--- config.mk ---
export PLATFORM = sky130hd
export DESIGN_NAME = key_conditioner
export DESIGN_NICKNAME = d
export VERILOG_FILES = /design/src/rtl/key_conditioner.sv
export SDC_FILE = /design/constraint.sdc
export NUM_CORES = 1
export LEC_CHECK = 0
export CAP_MARGIN = 20
export CORE_AREA = 2 2 113 115
export CTS_CLUSTER_SIZE = 24
export DETAILED_ROUTE_END_ITERATION = 7
export DIE_AREA = 0 0 115 117
export PLACE_DENSITY = 0.83
export SLEW_MARGIN = 15
export SYNTH_ARGS = -nofsm -noshare
export SYNTH_HDL_FRONTEND = slang
export SYNTH_SLANG_ARGS = --single-unit
--- constraint.sdc ---
create_clock -name CP -period 2.4 [get_ports CP]
set_input_delay 0.72 -clock CP [delete_from_list [all_inputs] [get_ports CP]]
set_output_delay 0.72 -clock CP [all_outputs]
set_load 0.01 [all_outputs]
--- src/rtl/key_conditioner.sv ---
// Six-key debouncer with press pulse, hold-delay auto-repeat and per-pair up/down lockout.
// Each key has a 2-flop synchronizer, a 5-state FSM and a shared-width cycle counter.
module key_conditioner #(
  parameter int unsigned DB_CYC      = 200,
  parameter int unsigned RPT_DLY_CYC = 5000,
  parameter int unsigned RPT_CYC     = 1000
) (
  input  logic       CP,
  input  logic       CR,
  input  logic [5:0] KEY,
  output logic [5:0] LEVEL,
  output logic [5:0] PULSE,
  output logic       BUSY
);

  localparam int unsigned MaxAB  = (DB_CYC > RPT_DLY_CYC) ? DB_CYC : RPT_DLY_CYC;
  localparam int unsigned MaxCyc = (MaxAB > RPT_CYC) ? MaxAB : RPT_CYC;
  localparam int unsigned CntW   = $clog2(MaxCyc + 1);

  localparam logic [CntW-1:0] DbCnt  = CntW'(DB_CYC);
  localparam logic [CntW-1:0] DlyCnt = CntW'(RPT_DLY_CYC);
  localparam logic [CntW-1:0] RptCnt = CntW'(RPT_CYC);
  localparam logic [CntW-1:0] OneCnt = CntW'(1);

  typedef enum logic [2:0] {StIdle, StDbPress, StHold, StRepeat, StDbRelease} state_e;

  logic [5:0] r_sync1;
  logic [5:0] r_sync2;
  logic [5:0] w_level;
  logic [5:0] w_pulse_raw;
  logic [5:0] w_lock;

  always_ff @(posedge CP or negedge CR) begin
    if (!CR) begin
      r_sync1 <= '0;
      r_sync2 <= '0;
    end else begin
      r_sync1 <= KEY;
      r_sync2 <= r_sync1;
    end
  end

  for (genvar g = 0; g < 6; g++) begin : g_key
    state_e          r_state, w_state_d;
    logic [CntW-1:0] r_cnt, w_cnt_d;
    logic            r_pulse, w_pulse_d;
    logic            w_key;

    assign w_key = r_sync2[g];

    always_ff @(posedge CP or negedge CR) begin
      if (!CR) begin
        r_state <= StIdle;
        r_cnt   <= '0;
        r_pulse <= 1'b0;
      end else begin
        r_state <= w_state_d;
        r_cnt   <= w_cnt_d;
        r_pulse <= w_pulse_d;
      end
    end

    // Counter is reloaded on every transition, so it never needs to wrap.
    always_comb begin
      w_state_d = r_state;
      w_cnt_d   = r_cnt;
      w_pulse_d = 1'b0;
      unique case (r_state)
        StIdle: begin
          if (w_key) begin
            w_state_d = StDbPress;
            w_cnt_d   = OneCnt;
          end
        end
        StDbPress: begin
          if (!w_key) begin
            w_state_d = StIdle;
            w_cnt_d   = '0;
          end else if (r_cnt == DbCnt) begin
            w_state_d = StHold;
            w_cnt_d   = OneCnt;
            w_pulse_d = 1'b1;
          end else begin
            w_cnt_d = r_cnt + 1'b1;
          end
        end
        StHold: begin
          if (!w_key) begin
            w_state_d = StDbRelease;
            w_cnt_d   = OneCnt;
          end else if (r_cnt == DlyCnt) begin
            w_state_d = StRepeat;
            w_cnt_d   = OneCnt;
            w_pulse_d = 1'b1;
          end else begin
            w_cnt_d = r_cnt + 1'b1;
          end
        end
        StRepeat: begin
          if (!w_key) begin
            w_state_d = StDbRelease;
            w_cnt_d   = OneCnt;
          end else if (r_cnt == RptCnt) begin
            w_cnt_d   = OneCnt;
            w_pulse_d = 1'b1;
          end else begin
            w_cnt_d = r_cnt + 1'b1;
          end
        end
        StDbRelease: begin
          if (w_key) begin
            w_state_d = StHold;
            w_cnt_d   = OneCnt;
          end else if (r_cnt == DbCnt) begin
            w_state_d = StIdle;
            w_cnt_d   = '0;
          end else begin
            w_cnt_d = r_cnt + 1'b1;
          end
        end
        default: begin
          w_state_d = StIdle;
          w_cnt_d   = '0;
        end
      endcase
    end

    assign w_level[g]     = (r_state == StHold) || (r_state == StRepeat) ||
                            (r_state == StDbRelease);
    assign w_pulse_raw[g] = r_pulse;
  end

  // Both keys of an up/down pair held: suppress steps for the pair, repeats keep their grid.
  always_comb begin
    w_lock = {{2{w_level[5] & w_level[4]}},
              {2{w_level[3] & w_level[2]}},
              {2{w_level[1] & w_level[0]}}};
    LEVEL  = w_level;
    PULSE  = w_pulse_raw & ~w_lock;
    BUSY   = |w_level;
  end

endmodule

==> out/results.txt, run 1 <==
Nets: 847
TritonCTS clock tree: done
Post-route minimum period: 2.409 ns
Final slew viol count: 0
# hold bufs at CTS: 0
Maximum capacitance violations: 0
First-pass GRT wire length: 26.83 mm
Worst EP required: 1.68 ns
RSZ-0062 raised after global routing: true
# rows: 41
Post-route ant nets: 0
Initial Util: 0.5500
Clock buffer depth: 2
Clock root buffer: clkbuf_16
Initial antenna violation count: 0
Worst VDD drop: 551.2 uV
Gr ovfl total: 0
Global Route Usage Sum: 0.2511
Die extent in x: 115 um
Max_slew headroom: 0.5465
Worst slew pin tran: 0.6766 ns
Outcome: complete, but fails checks
Primary FF master, synth: dfrtp_1
Final worst-path cycle share: 1.004
CTS H-tree depth: 4
Port buffer count: 20
Logic pwr share: 0.177
Syn Nets: 772
Number of distinct library cells after synthesis: 80
Die Footprint: 13460 sq um
Critical path class: reg -> out
Residual DRC count: 0
Mapped Cells: 751
WL/cell: 16.10 um
Failing checks: setup timing
Worst-path maximum fanout: 3
Drt pass-1 iters: 5
Finished Cell Area: 8212 sq um
Crit end category: output port
Share of layout cells above drive strength 1: 0.1955
Largest net degree at the start of global routing: 33
Routed WL: 15.93 mm
Hold Fails Final Rpt: 0
Clock-pin slew on the worst setup and hold paths: 0.05 ns
DR vias: 5984
N_diodes: 0
Non-Filler Instances: 989
Ys Warns: 0
Reg2reg setup slack: 0.10 ns
Seq/Total Area, Yosys: 0.4213
Pwr Density: 676.0 nW/um^2
Mean post-synth cell area: 9.017 sq um
Overall power: 0.005551 W
Net Sw Frac: 0.2709
Worst Hold Margin: 0.2365 ns
Die height: 117 um
Setup violators final: 1
Placed inst area: 7436 sq um
IO Pins: 21
Flops & latches, synth: 114
CP arrival: 1.69 ns
P_leak: 3.502 nW
Psw: 0.001504 W
Reg power frac: 0.381
Core area: 12310 sq um
Async SR Flop Fraction: 1.000
Clk sinks: 114
Inst Count DP: 946
HP Class: in -> async
Clk_lat worst skew: 0.42 ns
CTS Buf Count: 17
Area grow syn2layout: 21.27%
Iter 0 DRT Violations: 428
Int Power: 0.004047 W
DP Wirelength: 10.86 mm
CP startpoint kind: flip-flop
GP Congestion: 0.9274
Clock power frac: 0.442
Post-layout util: 0.6670
Final WS setup: -0.009013 ns
Final Skew: 0.006429 ns
Mapped Area: 6771 sq um
Vias in the first global route: 5806
Vias per cell: 6.051
Fmax: 415.1 MHz
Post-synth EDFFs: 0
synth_stat cells, types with 4 or more instances:
library cell / n / share of area
a211o_1: 4 / 0.0052
a211oi_1: 6 / 0.0067
a21oi_1: 18 / 0.013
a22o_1: 4 / 0.0052
a31oi_1: 5 / 0.0046
and2_1: 12 / 0.011
and3_1: 15 / 0.014
buf_2: 5 / 0.0037
clkbuf_1: 22 / 0.012
dfrtp_1: 114 / 0.42
ha_1: 13 / 0.024
inv_1: 27 / 0.015
nand2_1: 65 / 0.036
nand2b_1: 14 / 0.013
nand3_1: 34 / 0.025
nand3b_1: 6 / 0.0067
nand4_1: 21 / 0.019
nor2_1: 96 / 0.053
nor2b_1: 14 / 0.013
nor3_1: 27 / 0.020
nor3b_1: 7 / 0.0078
nor4_1: 13 / 0.012
nor4b_1: 6 / 0.0078
o211ai_1: 6 / 0.0067
o21ai_0: 38 / 0.028
o21ai_1: 8 / 0.0059
o22ai_1: 7 / 0.0065
or2_2: 7 / 0.0065
or4_1: 6 / 0.0067
or4b_1: 4 / 0.0059
xnor2_1: 21 / 0.027
xor2_1: 27 / 0.035
final cells by class:
class	count	area (sq um)
inverters	27	101.3
well taps	150	187.7
clock inverters	10	107.6
clock buffers	22	474.2
fillers	934	4100
repair buffers	87	685.7
flip-flops and latches	114	2856
multi-input cells	579	3799
kinds of logic (layout without fill, tap and decap cells):
| kind of cell | count (synthesis) | count (layout) | synth area share |
|---|---|---|---|
| XOR/XNOR | 48 | 48 | 0.06209 |
| buffers and inverters | 58 | 146 | 0.03769 |
| AO/OA/AOI/OAI | 135 | 135 | 0.1380 |
| adder cells (fa/ha/maj) | 13 | 13 | 0.02402 |
| flip-flops | 114 | 114 | 0.4213 |
| AND/OR/NAND/NOR | 381 | 381 | 0.3136 |
| multiplexers | 2 | 2 | 0.003326 |
power groups by stage:
stage | Sequential, W | Clock, W | Combinational (W)
finish | 0.00212 | 0.00245 | 0.000982
detailed placement | 0.00214 | 0 | 0.000933
global placement | 0.00213 | 0 | 0.000883
CTS | 0.00211 | 0.00249 | 0.000949
floorplan | 0.00212 | 0 | 0.000555
global route | 0.00213 | 0.00258 | 0.00108
repair_timing:
action	in CTS	in global routing
setup buffers	6	5
setup endpoints to repair	24	15
resized for setup	45	23
pin swaps	4	5
hold endpoints to repair	0	0
state kept, by name (all words and copies together) (netlist names):
name           cells
g_key.r_pulse      6
r_sync1            6
g_key.r_cnt       78
r_sync2            6
g_key.r_state     18
stage by stage:
step | setup slack, ns | TNS, ns
2_1_floorplan | 0.1224 | 0
3_3_place_gp | 0.05226 | 0
3_5_place_dp | -0.08304 | -0.3370
4_1_cts | -0.001022 | -0.001022
5_1_grt | -0.06509 | -0.07268
6_report | -0.009013 | -0.009013
critical path, cell delays in order, from the launching register on:
cell      delay (ns)
dfrtp_1         0.41
nand2b_4        0.17
nand2_4         0.06
nor4_2          0.25
buf_4           0.16
nand3_2         0.08
buf_6           0.12
routing by layer:
layer / routed length [um] / share of wire / track usage / vias to the layer above
li1: - / - / - / 2864
met1: 6553 / 0.41 / 0.2950 / 2919
met2: 8187 / 0.51 / 0.4435 / 176
met3: 916 / 0.058 / 0.06952 / 25
met4: 269 / 0.017 / 0.08996 / 0
met5: 0 / 0 / 0 / -
path summary, 6_finish.rpt:
kind | cells past startpoint | from | end
hold reg to reg | 0 | r_sync1[0] | r_sync2[0]
setup reg to reg | 5 | g_key[1].r_cnt[8] | g_key[1].r_cnt[0]
setup / recovery | 6 | g_key[1].r_state[2] | BUSY
max in group asynchronous | 2 | CR | g_key[3].r_cnt[4]
min in group CP | 0 | r_sync1[0] | r_sync2[0]
hold / removal | 1 | CR | g_key[5].r_cnt[10]
cell usage in the layout (no fill, tap or decap), types with 10 or more instances in the layout:
cell type	synthesis	layout
dfrtp_1	114	111
nor2_1	96	91
buf_4	1	66
nand2_1	65	60
o21ai_0	38	37
nand3_1	34	33
inv_1	27	27
xor2_1	27	27
nor3_1	27	26
nand4_1	21	21
xnor2_1	21	21
clkbuf_16	0	17
a21oi_1	18	16
and3_1	15	15
ha_1	13	13
nor2b_1	14	12
nor4_1	13	12
nand2b_1	14	10
and2_1	12	10
Note: power is estimated with default switching activity, not from simulation.
==> inputs of run 2 (changes only) <==
- ABC_AREA: default -> 1
- CORE_AREA: 2 2 113 115 -> 2 2 117 119
- DIE_AREA: 0 0 115 117 -> 0 0 119 121
- PLACE_DENSITY: 0.83 -> 0.82
==> run 2 against run 1 <==
Against the previous run:
- the flow still finishes with violations (setup timing)
- global-route usage shrank 0.50 points
- first-iteration DRC count increased by 35%
- worst setup slack worse by 0.027 ns
- critical path type unchanged
==> out/results.txt, run 2 <==
Initial antenna violation count: 0 (unchanged)
Net Sw Frac: 0.3909 (was 0.2709)
Pre-CTS WS: -0.03221 ns (was -0.08304 ns)
Setup violators final: 2 (was 1)
Routed WL: 16.43 mm (was 15.93 mm)
Synth area leader: dfrtp_1 (unchanged)
WL/cell: 12.54 um (was 16.10 um)
Initial Util: 0.5505 (was 0.5500)
Post-synth top area share: 0.3960 (was 0.4213)
Async SR Flop Fraction: 1.000 (unchanged)
Clk_lat worst skew: 0.43 ns (was 0.42 ns)
Post-route ant nets: 0 (unchanged)
Worst EP required: 1.68 ns (about the same)
CP startpoint kind: flip-flop (unchanged)
Mapped Area: 7203 sq um (was 6771 sq um)
Maximum capacitance violations: 0 (unchanged)
Clock power frac: 0.303 (was 0.442)
Non-Filler Instances: 1310 (was 989)
Vias per cell: 5.209 (was 6.051)
Post-route minimum period: 2.436 ns (was 2.409 ns)
Post-synthesis xor/xnor area fraction: 0.05472 (was 0.06208)
Area grow syn2layout: 20.27% (was 21.27%)
Pwr Density: 958.8 nW/um^2 (was 676.0 nW/um^2)
Share of layout cells above drive strength 1: 0.1429 (was 0.1955)
# rows: 42 (was 41)
Final Skew: 0.007650 ns (was 0.006429 ns)
Die height: 121 um (was 117 um)
Fillers: 1099 (was 934)
Final WS setup: -0.03640 ns (was -0.009013 ns)
Flops & latches, synth: 114 (unchanged)
Primary FF master, synth: dfrtp_1 (unchanged)
Post-synth top cells: 277 x nand2_1, 145 x inv_1, 141 x nor2_1 (was 114 x dfrtp_1, 96 x nor2_1, 65 x nand2_1)
Syn Nets: 1053 (was 772)
Worst slew pin tran: 0.4874 ns (was 0.6766 ns)
Core area: 13090 sq um (was 12310 sq um)
Largest net degree at the start of global routing: 44 (was 33)
Worst-path maximum fanout: 3 (unchanged)
Vias in the first global route: 6783 (was 5806)
Logic pwr share: 0.405 (was 0.177)
Top-count cell post-synth: nand2_1 (was dfrtp_1)
Biggest register: g_key.r_cnt (unchanged)
Failing checks: setup timing (unchanged)
Reg2Reg Depth: 16 (was 5)
P_leak: 4.244 nW (was 3.502 nW)
Iter 0 DRT Violations: 579 (was 428)
Crit end category: output port (unchanged)
Die Footprint: 14400 sq um (was 13460 sq um)
Post-Synth Simple-Gate Area: 0.3686 (was 0.3136)
Most common cell after layout, fill and taps aside: nand2_1 (was dfrtp_1)
Fmax: 410.4 MHz (was 415.1 MHz)
Number of distinct library cells after synthesis: 40 (was 80)
CTS Buf Count: 17 (unchanged)
CP arrival: 1.72 ns (was 1.69 ns)
Mapped Cells: 1032 (was 751)
RR Startpoint: g_key[3].r_state[0] (was g_key[1].r_cnt[8])
Die extent in x: 119 um (was 115 um)
Proportion of synthesized area in mux cells: 0 (was 0.003326)
HP Class: in -> async (unchanged)
First-pass GRT wire length: 28.82 mm (was 26.83 mm)
Clock root buffer: clkbuf_16 (unchanged)
Reg2reg setup slack: 0.11 ns (was 0.10 ns)
Nets: 1142 (was 847)
Hold Fails Final Rpt: 0 (unchanged)
Residual DRC count: 0 (unchanged)
RSZ-0062 raised after global routing: true (unchanged)
DR vias: 6824 (was 5984)
Mean post-synth cell area: 6.980 sq um (was 9.017 sq um)
Psw: 0.003247 W (was 0.001504 W)
Gr ovfl total: 0 (unchanged)
Seq/Total Area, Yosys: 0.3960 (was 0.4213)
Commonest cells after routing, fill and taps aside: 271 x nand2_1, 137 x inv_1, 132 x nor2_1 (was 111 x dfrtp_1, 91 x nor2_1, 66 x buf_4)
Port buffer count: 20 (unchanged)
IO Pins: 21 (unchanged)
Largest register FFs: 78 (unchanged)
Final worst-path cycle share: 1.015 (was 1.004)
Final slew viol count: 0 (unchanged)
Largest family of logic cells by synthesized area: simple AND/OR/NAND/NOR gates (unchanged)
Int Power: 0.005059 W (was 0.004047 W)
Clock-pin slew on the worst setup and hold paths: 0.06 ns (was 0.05 ns)
Global Route Usage Sum: 0.2461 (was 0.2511)
CTS H-tree depth: 4 (unchanged)
TritonCTS clock tree: done (unchanged)
Post-Synth Adder-Cell Area: 0.02258 (was 0.02402)
Clk sinks: 114 (unchanged)
Worst R2R End: g_key[3].r_state[1] (was g_key[1].r_cnt[0])
Post-synth EDFFs: 0 (unchanged)
Max_slew headroom: 0.6742 (was 0.5465)
Critical path class: reg -> out (unchanged)
DP Wirelength: 11.41 mm (was 10.86 mm)
Top post-synthesis cells by area: dfrtp_1 40%, nand2_1 14%, inv_1 7.6%, nor2_1 7.3%, nand3_1 5.8% (was dfrtp_1 42%, nor2_1 5.3%, nand2_1 3.6%, xor2_1 3.5%, o21ai_0 2.8%)
Regs by FF count: g_key.r_cnt: 78 flops, g_key.r_state: 18 flops (unchanged)
Reg power frac: 0.292 (was 0.381)
Drt pass-1 iters: 5 (unchanged)
GP Congestion: 0.9269 (was 0.9274)
Ys Warns: 0 (unchanged)
N_diodes: 0 (unchanged)
Clock buffer depth: 2 (unchanged)
Inst Count DP: 1255 (was 946)
Worst VDD drop: 675.7 uV (was 551.2 uV)
Post-synthesis compound-gate area fraction: 0.07382 (was 0.1380)
Outcome: complete, but fails checks (unchanged)
Setup TNS: -0.06626 ns (was -0.009013 ns)
## run 2: what timing repair did
item	CTS	global route
hold endpoints to repair	0	0
endpoints found under the setup margin	13	35
buffers inserted	22	3
hold buffers	0	0
resized for setup	50	25
pin swaps	8	12
## run 2: area by class of cell
class	instances	area [sq um]	share of cell area
multi-input combinational	761	3820	0.4409
sequential	114	2853	0.3293
timing repair buffer	77	606.8	0.07005
inverter	150	565.5	0.06528
clock buffer	20	466.7	0.05387
tap	176	220.2	0.02542
clock inverter	12	131.4	0.01516
## run 2: how the worst max path moves through the flow
stage | from | endpoint | slack (ns) | cells after the start
finish | g_key[3].r_state[0] | PULSE[2] | -0.04 | 8
global placement | g_key[5].r_state[1] | BUSY | 0.02 | 8
detailed placement | g_key[5].r_state[1] | BUSY | -0.03 | 8
CTS | g_key[3].r_state[1] | BUSY | -0.12 | 7
global route | g_key[3].r_state[0] | PULSE[2] | -0.08 | 8
floorplan | g_key[5].r_state[0] | BUSY | 0.53 | 7
## run 2: worst max-delay path, cell delays in order, from the launching register on
cell,delay [ns]
dfrtp_1,0.40
nor2_2,0.17
nand2_2,0.09
buf_6,0.13
nand2_4,0.08
buf_6,0.11
inv_2,0.03
o21a_1,0.16
buf_2,0.13
## run 2: stage by stage
step | power [W] | hold slack [ns] | instance area, sq um | utilization
2_1_floorplan | 0.004427 | 0.3312 | 7203 | -
3_3_place_gp | 0.005420 | 0.3315 | 7848 | 0.5997
3_5_place_dp | 0.005486 | 0.3358 | 7848 | 0.5997
4_1_cts | 0.008227 | 0.2413 | 8636 | 0.6600
5_1_grt | 0.008913 | 0.2683 | 8663 | 0.6621
6_report | 0.008307 | 0.2342 | 8663 | 0.6621
## run 2: power groups by stage
stage / clock network, W / logic, W / registers (W)
3_5_place_dp: 0 / 0.00304 / 0.00244
5_1_grt: 0.00264 / 0.00381 / 0.00246
4_1_cts: 0.00257 / 0.00324 / 0.00242
6_report: 0.00252 / 0.00336 / 0.00243
3_3_place_gp: 0 / 0.00299 / 0.00243
2_1_floorplan: 0 / 0.00202 / 0.00241
## run 2: per-layer routing
metal	global-route usage	part of all wire	vias up
met3	0.04558	0.033	29
met5	0	0	-
met4	0.1034	0.018	0
met2	0.4418	0.51	142
li1	-	-	3469
met1	0.2891	0.43	3184
## run 2: kinds of logic (layout without fill, tap and decap cells)
family	count (synthesis)	in the layout
simple gates	603	603
fa+ha+maj	13	13
flops	114	114
compound gates	100	100
buf+inv	157	259
xor+xnor	45	45
